## src/rtl/key_event_module.sv

```systemverilog
// Key event classifier: turns a debounced key level into press, short, long,
// auto-repeat and release pulses, timed by a 1 ms prescaled tick.
module key_event_module #(
    parameter logic [15:0] T1MS    = 16'd6,
    parameter logic [7:0]  LONG_MS = 8'd20,
    parameter logic [7:0]  REP_MS  = 8'd5
) (
    input  logic CLK,
    input  logic RSTn,
    input  logic Key_In,
    output logic Press_Pulse,
    output logic Short_Pulse,
    output logic Long_Pulse,
    output logic Repeat_Pulse,
    output logic Release_Pulse,
    output logic Long_Sig
);

    typedef enum logic [1:0] {
        IDLE    = 2'd0,
        PRESSED = 2'd1,
        HOLD    = 2'd2
    } state_t;

    state_t      state, state_nx;
    logic        k_d;
    logic [15:0] presc, presc_nx;
    logic [7:0]  ms_cnt, ms_nx, ms_inc;
    logic        rise, fall, tick;
    logic        press_nx, short_nx, long_nx, repeat_nx, release_nx, long_sig_nx;

    always_comb begin
        rise   = Key_In & ~k_d;
        fall   = ~Key_In & k_d;
        tick   = (presc == T1MS - 16'd1);
        ms_inc = ms_cnt + 8'd1;

        state_nx    = state;
        presc_nx    = tick ? '0 : presc + 16'd1;
        ms_nx       = tick ? ms_inc : ms_cnt;
        press_nx    = 1'b0;
        short_nx    = 1'b0;
        long_nx     = 1'b0;
        repeat_nx   = 1'b0;
        release_nx  = 1'b0;
        long_sig_nx = 1'b0;

        unique case (state)
            IDLE: begin
                presc_nx = '0;
                ms_nx    = '0;
                if (rise) begin
                    state_nx = PRESSED;
                    press_nx = 1'b1;
                end
            end
            PRESSED: begin
                // A release on the threshold cycle wins over the long-press.
                if (fall) begin
                    state_nx   = IDLE;
                    short_nx   = 1'b1;
                    release_nx = 1'b1;
                    presc_nx   = '0;
                    ms_nx      = '0;
                end else if (tick && (ms_inc == LONG_MS)) begin
                    state_nx = HOLD;
                    long_nx  = 1'b1;
                    ms_nx    = '0;
                end
            end
            HOLD: begin
                if (fall) begin
                    state_nx   = IDLE;
                    release_nx = 1'b1;
                    presc_nx   = '0;
                    ms_nx      = '0;
                end else begin
                    long_sig_nx = 1'b1;
                    if (tick && (ms_inc == REP_MS)) begin
                        repeat_nx = 1'b1;
                        ms_nx     = '0;
                    end
                end
            end
            default: begin
                state_nx = IDLE;
                presc_nx = '0;
                ms_nx    = '0;
            end
        endcase
    end

    // k_d resets high so a key already held at reset release is not a press.
    always_ff @(posedge CLK or negedge RSTn) begin
        if (!RSTn) begin
            state         <= IDLE;
            k_d           <= 1'b1;
            presc         <= '0;
            ms_cnt        <= '0;
            Press_Pulse   <= 1'b0;
            Short_Pulse   <= 1'b0;
            Long_Pulse    <= 1'b0;
            Repeat_Pulse  <= 1'b0;
            Release_Pulse <= 1'b0;
            Long_Sig      <= 1'b0;
        end else begin
            state         <= state_nx;
            k_d           <= Key_In;
            presc         <= presc_nx;
            ms_cnt        <= ms_nx;
            Press_Pulse   <= press_nx;
            Short_Pulse   <= short_nx;
            Long_Pulse    <= long_nx;
            Repeat_Pulse  <= repeat_nx;
            Release_Pulse <= release_nx;
            Long_Sig      <= long_sig_nx;
        end
    end

endmodule

```

## config.mk

```make
export PLATFORM = sky130hd
export DESIGN_NAME = key_event_module
export DESIGN_NICKNAME = d
export VERILOG_FILES = /design/src/rtl/key_event_module.sv
export SDC_FILE = /design/constraint.sdc
export NUM_CORES = 1
export LEC_CHECK = 0
export ABC_AREA = 1
export CAP_MARGIN = 5
export CORE_MARGIN = 2
export CORE_UTILIZATION = 60
export CTS_CLUSTER_SIZE = 28
export DETAILED_ROUTE_END_ITERATION = 10
export PLACE_DENSITY = 0.79
export SYNTH_ARGS = -nofsm -noshare
export SYNTH_HDL_FRONTEND = slang
export SYNTH_SLANG_ARGS = --single-unit
```

## constraint.sdc

```tcl
create_clock -name CLK -period 2.7 [get_ports CLK]
set_input_delay 0.81 -clock CLK [delete_from_list [all_inputs] [get_ports CLK]]
set_output_delay 0.81 -clock CLK [all_outputs]
set_load 0.1 [all_outputs]
```

After elaboration in Yosys (flattened, before gate mapping)
Cells that the tools add are included.

Register bits after elaboration: 33. Input port bits: 3. Output and inout bits: 6. Word-level logic and storage cells: 56.

Add/subtract/negate cells: 2. Equal/unequal tests: 8. Muxes and demuxes: 27. Bitwise operators: 4. Reductions and logical operators: 5.

Operators by type and width (number): two-way mux 16 bit (3); two-way mux 8 bit (5); adder 16 x 1 -> 16 bit, second input constant (1); equality test 16 x 3 -> 1 bit, second input constant (1); case mux 8 bit (2 select lines) (1); two-way mux 1 bit (13); adder 8 x 1 -> 8 bit, second input constant (1); equality test 8 x 3 -> 1 bit, second input constant (1); equality test 8 x 5 -> 1 bit, second input constant (1); two-way mux 2 bit (4); case mux 2 bit (3 select lines) (1); != test 2 bit, second input constant (2); != test 3 bit, second input constant (1); AND reduction 3 bit (1); AND 1 bit (2); equality test 2 x 1 -> 1 bit, second input constant (1); equality test 2 bit, second input constant (1); logical AND 1 bit (2); zero test 2 bit (1); inverter 1 bit (2); OR reduction 2 bit (1).

Depth between registers and ports, before layout
Depth in word-level cells: 6. Gate-level depth with buffers: 13. Depth with buffers taken out: 13.

Worst setup path before layout
OpenSTA, ideal clock, no wires.

Kind: flip-flop to output port. Start point: reg Long_Pulse. End point: out Long_Pulse. Arrival: 883 ps. Required time: 1890 ps. Path slack: 1007 ps. Stages on the path, launching flop included: 1. Buffers on the path: 0. Path through: dfrtp_1.

RTL lines: start, declared (RTL line 13) `output logic Long_Pulse,`; start signal, assigned (RTL line 113) `Long_Pulse <= long_nx;`.

No word-level cell between the ends.

Worst setup path in the final report
Start point: in Key_In. End point: reg presc[14].

Word-level cells in the longest chain between the ends: 4.

RTL lines: start, declared (RTL line 10) `input logic Key_In,`; inverter 1 bit (RTL line 34) `fall = ~Key_In & k_d;`; AND 1 bit (RTL line 34); two-way mux 16 bit (RTL line 59, 72); two-way mux 16 bit; named net presc_nx[14] (RTL line 27) `logic [15:0] presc, presc_nx;`; end signal, assigned (RTL line 109) `presc <= presc_nx;`; end, declared (RTL line 27).

The timed path passes the listed nets, and every way through them passes these cells. A chain may end at the register's enable or synchronous reset.

==> out/metrics.cfg <==
[critical_path]
cpPeakStageDelay_ns = 0.47
worstSetupEndpointType = flop
setup.worst_path.start = Key_In
crit_required_ns = 2.98
r2r-start = ms_cnt[1]$_DFF_PN0_
crit_end = presc[14]$_DFF_PN0_
crit_chain = clkdlybuf4s50_1, inv_1, nand2_1, inv_1, nor2_4, inv_2, a21oi_1, o21a_1
critPathKind = in -> reg
arrival_ns = 2.20
crit_fanout = 10
reg2reg_to = state[1]$_DFFE_PN0P_
r2r_cells = 10
start_kind = input port
slowest_stage = clkdlybuf4s50_1
worst_path_most_repeated_cell = inv_1
r2r_slack_ns = 0.88

[synth]
synth-seq-area-share_pct = 45.0
yosysTopAreaCell = dfrtp_1
yosys_most_used_dff = dfrtp_1
synth_warnings = 0
synth.distinct_cells = 28
syn_area_mm2 = 0.00184
avgSynthCellArea_um2 = 8.13
synth_cells = 226
ys_seq_elements = 33
synth_xor_xnor_area_share_pct = 2.38
synthTopCellsByArea = dfrtp_1 44%, nand2_1 7.6%, inv_1 6.5%
synth-simple-area-share_pct = 28.6
synth.top_cell.area_share_pct = 43.6
yosys.area_share.adder_pct = 5.45
synth_common_cells = 37 x nand2_1, 32 x dfrtp_1, 32 x inv_1
synth_compound_area_share_pct = 10.9
async_reset_ff_share_pct = 100
synth_top_family_by_area = simple AND/OR/NAND/NOR gates
synthMuxAreaShare_pct = 0
yosysMostFrequentCell = nand2_1
synth_nets = 237
synth_edf_count = 0

[pwr]
pwr-share-comb_pct = 33.9
ir_drop_mv = 0.512
p_leak_nw = 0.940
powerDensity_mw_per_mm2 = 640
seqPwrFrac_pct = 44.2
p_switching_uw = 509
power_mw = 1.27
p_int_uw = 764
clock_power_share_pct = 21.9
switching_share_pct = 40.0

[detailed_routing]
dr.pass1.iters = 4
routed_wirelength_um = 3320
routed_via_density = 5.31
detail-route-antenna-nets = 0
wl_per_cell_um = 12.1
vias = 1449
drtIter0Drc = 71
drc = 0

[global_route]
grt_pass1_vias = 1323
grt_pass1_wl_um = 5940
grt.total_usage_pct = 23.0
grt_max_degree = 34
antenna_found_initial = 0
grt_overflow = 0

[clock_network]
cts_htree_levels = 2
clock_latency_ns = 0.33
cts_resized = 0
cts_buffers = 5
cts_tree = yes
root_buffer = clkbuf_4
clock-sinks = 33
cts_buffer_depth = 2
post-cts-setup-buffers = 0
clk_pin_slew_ns = 0.10
cts.hold.buffers_added = 0

[placed_design]
port_buffers = 8
place_congestion = 0.860
dp.cells = 266
place_hpwl_um = 2480
dpl_cell_area_mm2 = 0.00193

[timing]
rsz0062_at_grt = false
fin_worst_skew_ns = 0.0111
layout_min_cycle_time_ns = 1.92
tightestPinTransition_ns = 0.410
min_period_over_period_pct = 71.2
hold_viol = 0
slew_headroom_pct = 72.6
worst_hold_slack_ns = 0.504
fmax_mhz = 520
drv_slew = 0
finalSetupTns_ns = 0
final-setup-viol-count = 0

[die]
die_w_um = 59.3
io_pins = 9
std_cell_rows = 20
die_y_um = 59.3
core_area_mm2 = 0.00298
start_util_pct = 61.7
die_area_mm2 = 0.00352

[layout]
drive_gt1_share_pct = 13.3
antenna_cells = 0
seqCellArea_um2 = 827
fin_area_mm2 = 0.00199
nets = 251
fillerInstances = 262
final_cells = 273
multi_input_area_um2 = 870
syn_to_final_growth_pct = 8.31

[run]
maxCapViolations = 0

[worst_hold_path]
hold_path.class = reg -> reg

[outcome]
status = complete, no violations

[logic make-up (layout without fill, tap and decap cells)]
logic type,count (synthesis),in the layout
xor gates and xnor gates,5,5
buffers and inverters,35,49
DFF,33,33
adders and majority gates,8,8
AOI/OAI and AO/OA,34,34
and+or+nand+nor,111,111
[routing by layer]
layer  share of wire (%)  track usage [%]  vias to the layer above
met5                   0                0                        -
li1                    -                -                      762
met2                  46             32.5                       22
met1                  49             33.6                      660
met3                 3.1             5.24                        5
met4                 1.7             10.7                        0
[per-stage QoR]
| step | util [%] | setup WS (ns) |
|---|---|---|
| after CTS | 66.8 | 0.815 |
| after detailed placement | 65.0 | 0.458 |
| final | 66.8 | 0.777 |
| after global routing | 66.8 | 0.648 |
| after global placement | 65.0 | 0.534 |
| after floorplan | - | 1.01 |
[placed cells by master (no fill, tap or decap)]
cell,count
nand2_1,37
dfrtp_1,32
inv_1,32
nor2_1,30
a21oi_1,17
nand3_1,15
ha_1,8
nor3_1,7
buf_4,7
nand2_2,6
a22oi_1,6
nor2_2,5
o21ai_0,5
clkbuf_4,5
xor2_1,4
nor2_4,3
nand4_1,3
nor3b_1,3
o21a_1,2
clkdlybuf4s50_1,2
o21ai_2,1
o21ai_1,1
nand3_2,1
inv_2,1
nor3_2,1
a211oi_1,1
a41oi_1,1
xnor2_1,1
clkbuf_1,1
clkbuf_8,1
dfstp_2,1
[worst max-delay path: cells and delay by family]
family	cells	cell delay [ns]
buffers and inverters	4	0.76
AND/OR/NAND/NOR	2	0.30
AO/OA/AOI/OAI	2	0.32
[area by class of cell]
cell class	count	share of cell area, %
Tap cell	33	2.08
Multi-Input combinational cell	158	43.7
Inverter	33	6.23
Sequential cell	33	41.6
Timing Repair Buffer	9	3.65
Clock buffer	7	2.77
[power by group through the flow]
stage               combinational (mW)  clock [mW]  sequential (mW)
floorplan                        0.257           0            0.651
global placement                 0.426           0            0.571
detailed placement               0.430           0            0.571
CTS                              0.432       0.287            0.562
global route                     0.488       0.305            0.568
finish                           0.432       0.279            0.562
[worst min path at each step]
| stage | from | endpoint | slack, ns | cells past startpoint |
|---|---|---|---|---|
| 4_1_cts | presc[0]$_DFF_PN0_ | presc[0]$_DFF_PN0_ | 0.51 | 1 |
| 3_3_place_gp | presc[0]$_DFF_PN0_ | presc[0]$_DFF_PN0_ | 0.49 | 1 |
| 3_5_place_dp | presc[0]$_DFF_PN0_ | presc[0]$_DFF_PN0_ | 0.50 | 1 |
| 2_1_floorplan | presc[0]$_DFF_PN0_ | presc[0]$_DFF_PN0_ | 0.46 | 1 |
| 6_report | presc[0]$_DFF_PN0_ | presc[0]$_DFF_PN0_ | 0.50 | 1 |
| 5_1_grt | presc[0]$_DFF_PN0_ | presc[0]$_DFF_PN0_ | 0.54 | 1 |
[sequential cells by signal (all words and copies together), names as in the netlist]
name and cells:
Repeat_Pulse 1, k_d 1, ms_cnt 8, Long_Sig 1, Long_Pulse 1, Press_Pulse 1, presc 16, Short_Pulse 1
state 2, Release_Pulse 1
No activity file was read; power rests on OpenSTA's default activity.
